File: config.mk
export PLATFORM = sky130hd
export DESIGN_NAME = shiftreg_param_ctl_flat
export DESIGN_NICKNAME = d
export VERILOG_FILES = /design/src/rtl/shiftreg_param_ctl_if.sv /design/src/rtl/shiftreg_param_ctl.sv /design/src/flat_wrapper.sv
export SDC_FILE = /design/constraint.sdc
export NUM_CORES = 1
export LEC_CHECK = 0
export ABC_AREA = 0
export ABC_CLOCK_PERIOD_IN_PS = 5460
export CELL_PAD_IN_SITES_DETAIL_PLACEMENT = 0
export CELL_PAD_IN_SITES_GLOBAL_PLACEMENT = 1
export CORE_MARGIN = 4
export CORE_UTILIZATION = 39
export CTS_CLUSTER_SIZE = 30
export DETAILED_ROUTE_END_ITERATION = 10
export PLACE_DENSITY_LB_ADDON = 0.12
export SKIP_LAST_GASP = 1
export SLEW_MARGIN = 0
export SYNTH_ARGS = -nofsm -noshare
export SYNTH_HDL_FRONTEND = slang
export SYNTH_SLANG_ARGS = --single-unit
File: constraint.sdc
create_clock -name clk_i -period 5.46 [get_ports clk_i]
set_input_delay 1.092 -clock clk_i [delete_from_list [all_inputs] [get_ports clk_i]]
set_output_delay 1.092 -clock clk_i [all_outputs]
set_load 0.01 [all_outputs]
File: src/rtl/shiftreg_param_ctl_if.sv
// rtl/shiftreg_param_ctl_if.sv - control/data bundle for the parametrised burst shift register
interface shiftreg_param_ctl_if #(
    parameter int WIDTH = 16,
    parameter int CNT_W = 5
);
    logic             sclr;
    logic             enable;
    logic             load;
    logic [WIDTH-1:0] data;
    logic             dir;
    logic [1:0]       mode;
    logic             shift_in;
    logic             start;
    logic [CNT_W-1:0] count;
    logic [WIDTH-1:0] q;
    logic             shift_out;
    logic             busy;
    logic             done;

    modport master (
        output sclr, enable, load, data, dir, mode, shift_in, start, count,
        input  q, shift_out, busy, done
    );

    modport slave (
        input  sclr, enable, load, data, dir, mode, shift_in, start, count,
        output q, shift_out, busy, done
    );
endinterface

File: src/rtl/shiftreg_param_ctl.sv
// rtl/shiftreg_param_ctl.sv - shift register with run-time direction/fill mode and Start/Busy/Done burst shifter
module shiftreg_param_ctl #(
    parameter int WIDTH = 16,
    parameter int CNT_W = 5
) (
    input  logic                clk_i,
    input  logic                aclr_n_i,
    shiftreg_param_ctl_if.slave bus
);
    typedef enum logic [1:0] {
        S_IDLE  = 2'd0,
        S_SHIFT = 2'd1,
        S_DONE  = 2'd2
    } state_e;

    state_e           state_q;
    logic [WIDTH-1:0] q_q;
    logic [WIDTH-1:0] shift_d;
    logic [CNT_W-1:0] rem_q;
    logic             bdir_q;
    logic [1:0]       bmode_q;
    logic             eff_dir;
    logic [1:0]       eff_mode;

    // A running burst uses the direction/mode captured at Start, never the live inputs.
    always_comb begin
        eff_dir  = (state_q == S_SHIFT) ? bdir_q  : bus.dir;
        eff_mode = (state_q == S_SHIFT) ? bmode_q : bus.mode;
        shift_d  = q_q;
        case (eff_mode)
            2'b01: shift_d = eff_dir ? {q_q[WIDTH-2:0], q_q[WIDTH-1]}
                                     : {q_q[0], q_q[WIDTH-1:1]};
            2'b10: shift_d = eff_dir ? {q_q[WIDTH-2:0], 1'b0}
                                     : {q_q[WIDTH-1], q_q[WIDTH-1:1]};
            default: shift_d = eff_dir ? {q_q[WIDTH-2:0], bus.shift_in}
                                       : {bus.shift_in, q_q[WIDTH-1:1]};
        endcase
    end

    always_ff @(posedge clk_i or negedge aclr_n_i) begin
        if (!aclr_n_i) begin
            state_q <= S_IDLE;
            q_q     <= '0;
            rem_q   <= '0;
            bdir_q  <= 1'b0;
            bmode_q <= 2'b00;
        end else if (bus.sclr) begin
            state_q <= S_IDLE;
            q_q     <= '0;
            rem_q   <= '0;
        end else if (bus.load) begin
            state_q <= S_IDLE;
            q_q     <= bus.data;
            rem_q   <= '0;
        end else if (bus.start && state_q != S_SHIFT) begin
            bdir_q  <= bus.dir;
            bmode_q <= bus.mode;
            rem_q   <= bus.count;
            state_q <= (bus.count == '0) ? S_DONE : S_SHIFT;
        end else if (state_q == S_SHIFT) begin
            if (bus.enable) begin
                q_q   <= shift_d;
                rem_q <= rem_q - 1'b1;
                if (rem_q == CNT_W'(1)) begin
                    state_q <= S_DONE;
                end
            end
        end else begin
            // IDLE or DONE: manual shift with live controls; DONE always falls back to IDLE.
            if (bus.enable) begin
                q_q <= shift_d;
            end
            state_q <= S_IDLE;
        end
    end

    assign bus.q         = q_q;
    assign bus.shift_out = eff_dir ? q_q[WIDTH-1] : q_q[0];
    assign bus.busy      = (state_q == S_SHIFT);
    assign bus.done      = (state_q == S_DONE);
endmodule
File: src/flat_wrapper.sv
// flat-port wrapper written by rule: the top's interface ports become plain ports
module shiftreg_param_ctl_flat 
#(
    parameter int WIDTH = 16,
    parameter int CNT_W = 5
)
  (clk_i, aclr_n_i, bus_sclr, bus_enable, bus_load, bus_data, bus_dir, bus_mode, bus_shift_in, bus_start, bus_count, bus_q, bus_shift_out, bus_busy, bus_done);
  shiftreg_param_ctl_if #(.WIDTH(WIDTH), .CNT_W(CNT_W)) bus_i ();
  input  logic clk_i;
  input  logic aclr_n_i;
  input wire logic [$bits(bus_i.sclr)-1:0] bus_sclr;
  input wire logic [$bits(bus_i.enable)-1:0] bus_enable;
  input wire logic [$bits(bus_i.load)-1:0] bus_load;
  input wire logic [$bits(bus_i.data)-1:0] bus_data;
  input wire logic [$bits(bus_i.dir)-1:0] bus_dir;
  input wire logic [$bits(bus_i.mode)-1:0] bus_mode;
  input wire logic [$bits(bus_i.shift_in)-1:0] bus_shift_in;
  input wire logic [$bits(bus_i.start)-1:0] bus_start;
  input wire logic [$bits(bus_i.count)-1:0] bus_count;
  output wire logic [$bits(bus_i.q)-1:0] bus_q;
  output wire logic [$bits(bus_i.shift_out)-1:0] bus_shift_out;
  output wire logic [$bits(bus_i.busy)-1:0] bus_busy;
  output wire logic [$bits(bus_i.done)-1:0] bus_done;
  assign bus_i.sclr = bus_sclr;
  assign bus_i.enable = bus_enable;
  assign bus_i.load = bus_load;
  assign bus_i.data = bus_data;
  assign bus_i.dir = bus_dir;
  assign bus_i.mode = bus_mode;
  assign bus_i.shift_in = bus_shift_in;
  assign bus_i.start = bus_start;
  assign bus_i.count = bus_count;
  assign bus_q = bus_i.q;
  assign bus_shift_out = bus_i.shift_out;
  assign bus_busy = bus_i.busy;
  assign bus_done = bus_i.done;
  shiftreg_param_ctl #(.WIDTH(WIDTH), .CNT_W(CNT_W)) u_core (.clk_i(clk_i), .aclr_n_i(aclr_n_i), .bus(bus_i));
endmodule
==> results.sh <==
export IMPL_cp_arrival_ns=2.97
export IMPL_cp_max_fo=17
export IMPL_synth_most_common_cell="nand2_1"
export IMPL_start_kind="input port"
export IMPL_die_area_um2=5660
export IMPL_synthFlopType="dfrtp_1"
export IMPL_final_layout_size_suffix_gt1_share_pct=13.4
export IMPL_grt_pass1_vias=1366
export IMPL_dpl_instance_area_um2=2250
export IMPL_synth_seq_cells=26
export IMPL_core_um2=4350
export IMPL_setup_viol=0
export IMPL_dp_cells=272
export IMPL_syn_area_um2=1760
export IMPL_postCtsSetupRepairBufs=0
export IMPL_cp_end_kind="output pin"
export IMPL_netlist_instances=181
export IMPL_path_class="in2out"
export IMPL_row_count=24
export IMPL_synth_area_per_cell_um2=9.75
export IMPL_grt_max_degree=31
export IMPL_cts_sinks=26
export IMPL_area_growth_pct=31.8
export IMPL_hold_buffers=0
export IMPL_port_buffers=49
export IMPL_synthArstFlopShare_pct=100
export IMPL_fmax_mhz=246
export IMPL_synth_edf_count=0
export IMPL_dp_hpwl_um=3120
export IMPL_synth_xor_area_share_pct=0
export IMPL_cts_tree="done"
export IMPL_netlist_top_cells_area="dfrtp_1 37%, mux2i_1 8.5%, mux2_2 7.7%, o31ai_1 6.4%, nand2_1 6.0%"
export IMPL_tns_ns=0
export IMPL_cts_resized=0
export IMPL_cts_buffers=3
export IMPL_via_count=1489
export IMPL_min_period_ns=4.06
export IMPL_cts_htree_levels=1
export IMPL_overflow=0
export IMPL_final_cells=276
export IMPL_cp_required_ns=4.37
export IMPL_max_slew_margin_pct=26.9
export IMPL_ys_types=38
export IMPL_synth_largest_area_cell="dfrtp_1"
export IMPL_path_cells="clkdlybuf4s50_1 > a21o_1 > nand2_1 > nand2_1 > clkdlybuf4s50_1"
export IMPL_routed_wl_um=4300
export IMPL_ir_drop_mv=0.110
export IMPL_synth_nets=216
export IMPL_skew_ns=0.00730
export IMPL_drc_errors=0
export IMPL_drv_cap=0
export IMPL_power_density_nw_per_um2=233
export IMPL_synth_simple_area_share_pct=16.7
export IMPL_routed_via_density=5.39
export IMPL_num_antenna_cells=0
export IMPL_synth_fa_ha_area_share_pct=2.84
export IMPL_critPathSlowestCell="a21o_1"
export IMPL_die_y_um=75.3
export IMPL_ios=50
export IMPL_status="finished, final reports clean"
export IMPL_slew_viol_final=0
export IMPL_fillers=400
export IMPL_worstHoldPathType="reg2reg"
export IMPL_hold_viol=0
export IMPL_ant_nets=0
export IMPL_wire_per_inst_um=15.6
export IMPL_initial_core_util_pct=40.5
export IMPL_synth_compound_area_share_pct=17.4
export IMPL_worstSkewPairLatency_ns=0.27
export IMPL_leakagePower_nw=1.02
export IMPL_antenna_found_initial=0
export IMPL_drtIter0Drc=94
export IMPL_yosys_top_cells_count="28 x nand2_1, 26 x dfrtp_1, 15 x mux2i_1, 15 x o31ai_1, 12 x mux2_2"
export IMPL_cts_root_buf="clkbuf_8"
export IMPL_grt_pass1_wl_um=6700
export IMPL_rsz0062_at_grt="false"
export IMPL_drtPass1Iterations=4
export IMPL_synth_top_family_by_area="multiplexers"
export IMPL_worst_path_largest_cell_delay_ns=0.62
export IMPL_final_cell_area_um2=2330
export IMPL_fin_nets=260
export IMPL_period_share_pct=74.4
export IMPL_yosys_mux_area_fraction_pct=20.4
export IMPL_fp_dieW_um=75.3
export IMPL_worst_slew_pin_slew_ns=1.09
export IMPL_clk_pin_slew_ns=0.10
export IMPL_gr_usage_all_layers_pct=15.2
export IMPL_yosysTopAreaCellShare_pct=36.9
export IMPL_yosys_warnings=0
export IMPL_fin_hold_ws_ns=0.512
export IMPL_ys_seq_area_share_pct=36.9
export IMPL_cts_buffer_depth=2
export IMPL_routabilityCongestion=0.762
## state kept, by name, indices dropped and copies added (netlist names)
name,cells
u_core.rem_q,5
u_core.bus.q,16
u_core.state_q,2
u_core.bmode_q,2
u_core.bdir_q,1
## logic make-up after synthesis
group / Yosys count
compound gates: 42
fa+ha+maj: 4
buf+inv: 18
flops: 26
mux: 32
simple gates: 59
## worst paths after layout
| kind | start | to | slack, ns | cells after the start |
|---|---|---|---|---|
| setup reg to reg | u_core.state_q[1]$_DFFE_PN0P_ | u_core.bus.q[15]$_DFFE_PN0P_ | 3.36 | 7 |
| max in group asynchronous | aclr_n_i | u_core.bus.q[10]$_DFFE_PN0P_ | 4.00 | 2 |
| hold reg to reg | u_core.bdir_q$_DFFE_PN0P_ | u_core.bdir_q$_DFFE_PN0P_ | 0.51 | 1 |
| setup / recovery | bus_dir | bus_shift_out | 1.40 | 5 |
| hold / removal | u_core.bdir_q$_DFFE_PN0P_ | u_core.bdir_q$_DFFE_PN0P_ | 0.51 | 1 |
| min in group asynchronous | aclr_n_i | u_core.bmode_q[1]$_DFFE_PN0P_ | 1.19 | 2 |
## critical path: cells and delay by family
kind / cells / cell delay [ns]
and+or+nand+nor: 2 / 0.20
buffers and inverters: 2 / 1.05
AOI/OAI and AO/OA: 1 / 0.62
## placed cells by master (no fill, tap or decap), types with 2 or more instances in the layout
cell,count
nor3b_1,2
nor2_1,9
a21oi_2,2
buf_4,2
a31oi_1,2
mux2i_1,15
inv_1,6
a21oi_1,4
o21ai_0,7
clkdlybuf4s50_1,49
nor3_1,7
o2111ai_1,2
dfrtp_1,26
a21o_1,2
ha_1,4
nand2b_4,2
o31ai_1,15
mux2_4,5
nand2_1,28
and3_1,3
a22o_1,2
clkbuf_8,3
mux2_2,12
## metal layers
layer | wire length (um) | part of all wire [%] | track usage, %
met1 | 2020 | 47 | 21.2
met2 | 2060 | 48 | 25.0
met3 | 196 | 4.6 | 2.54
met4 | 14 | 0.33 | 2.91
met5 | 0 | 0 | 0
## final cells by class
type	count	area (um2)	area share, %
timing repair buffer	51	505	21.7
multi-input combinational	137	1010	43.5
sequential	26	651	28.0
clock inverter	1	30.0	1.29
tap	52	65.1	2.80
inverter	6	22.5	0.968
clock buffer	3	41.3	1.78
## stage by stage
step	total power, mW	setup WS [ns]	utilization [%]
after global placement	0.383	1.41	51.8
after CTS	0.551	1.37	53.4
after floorplan	0.320	2.73	-
final	0.542	1.40	53.4
after detailed placement	0.387	1.37	51.8
after global routing	0.573	1.27	53.4
## power by group
part / total [mW] / internal, mW / switching (mW)
Sequential: 0.229 / 0.211 / 0.0183
Clock: 0.160 / 0.0981 / 0.0621
Combinational: 0.153 / 0.0854 / 0.0676
Total: 0.542 / 0.394 / 0.148
Note: power is estimated with default switching activity, not from simulation.
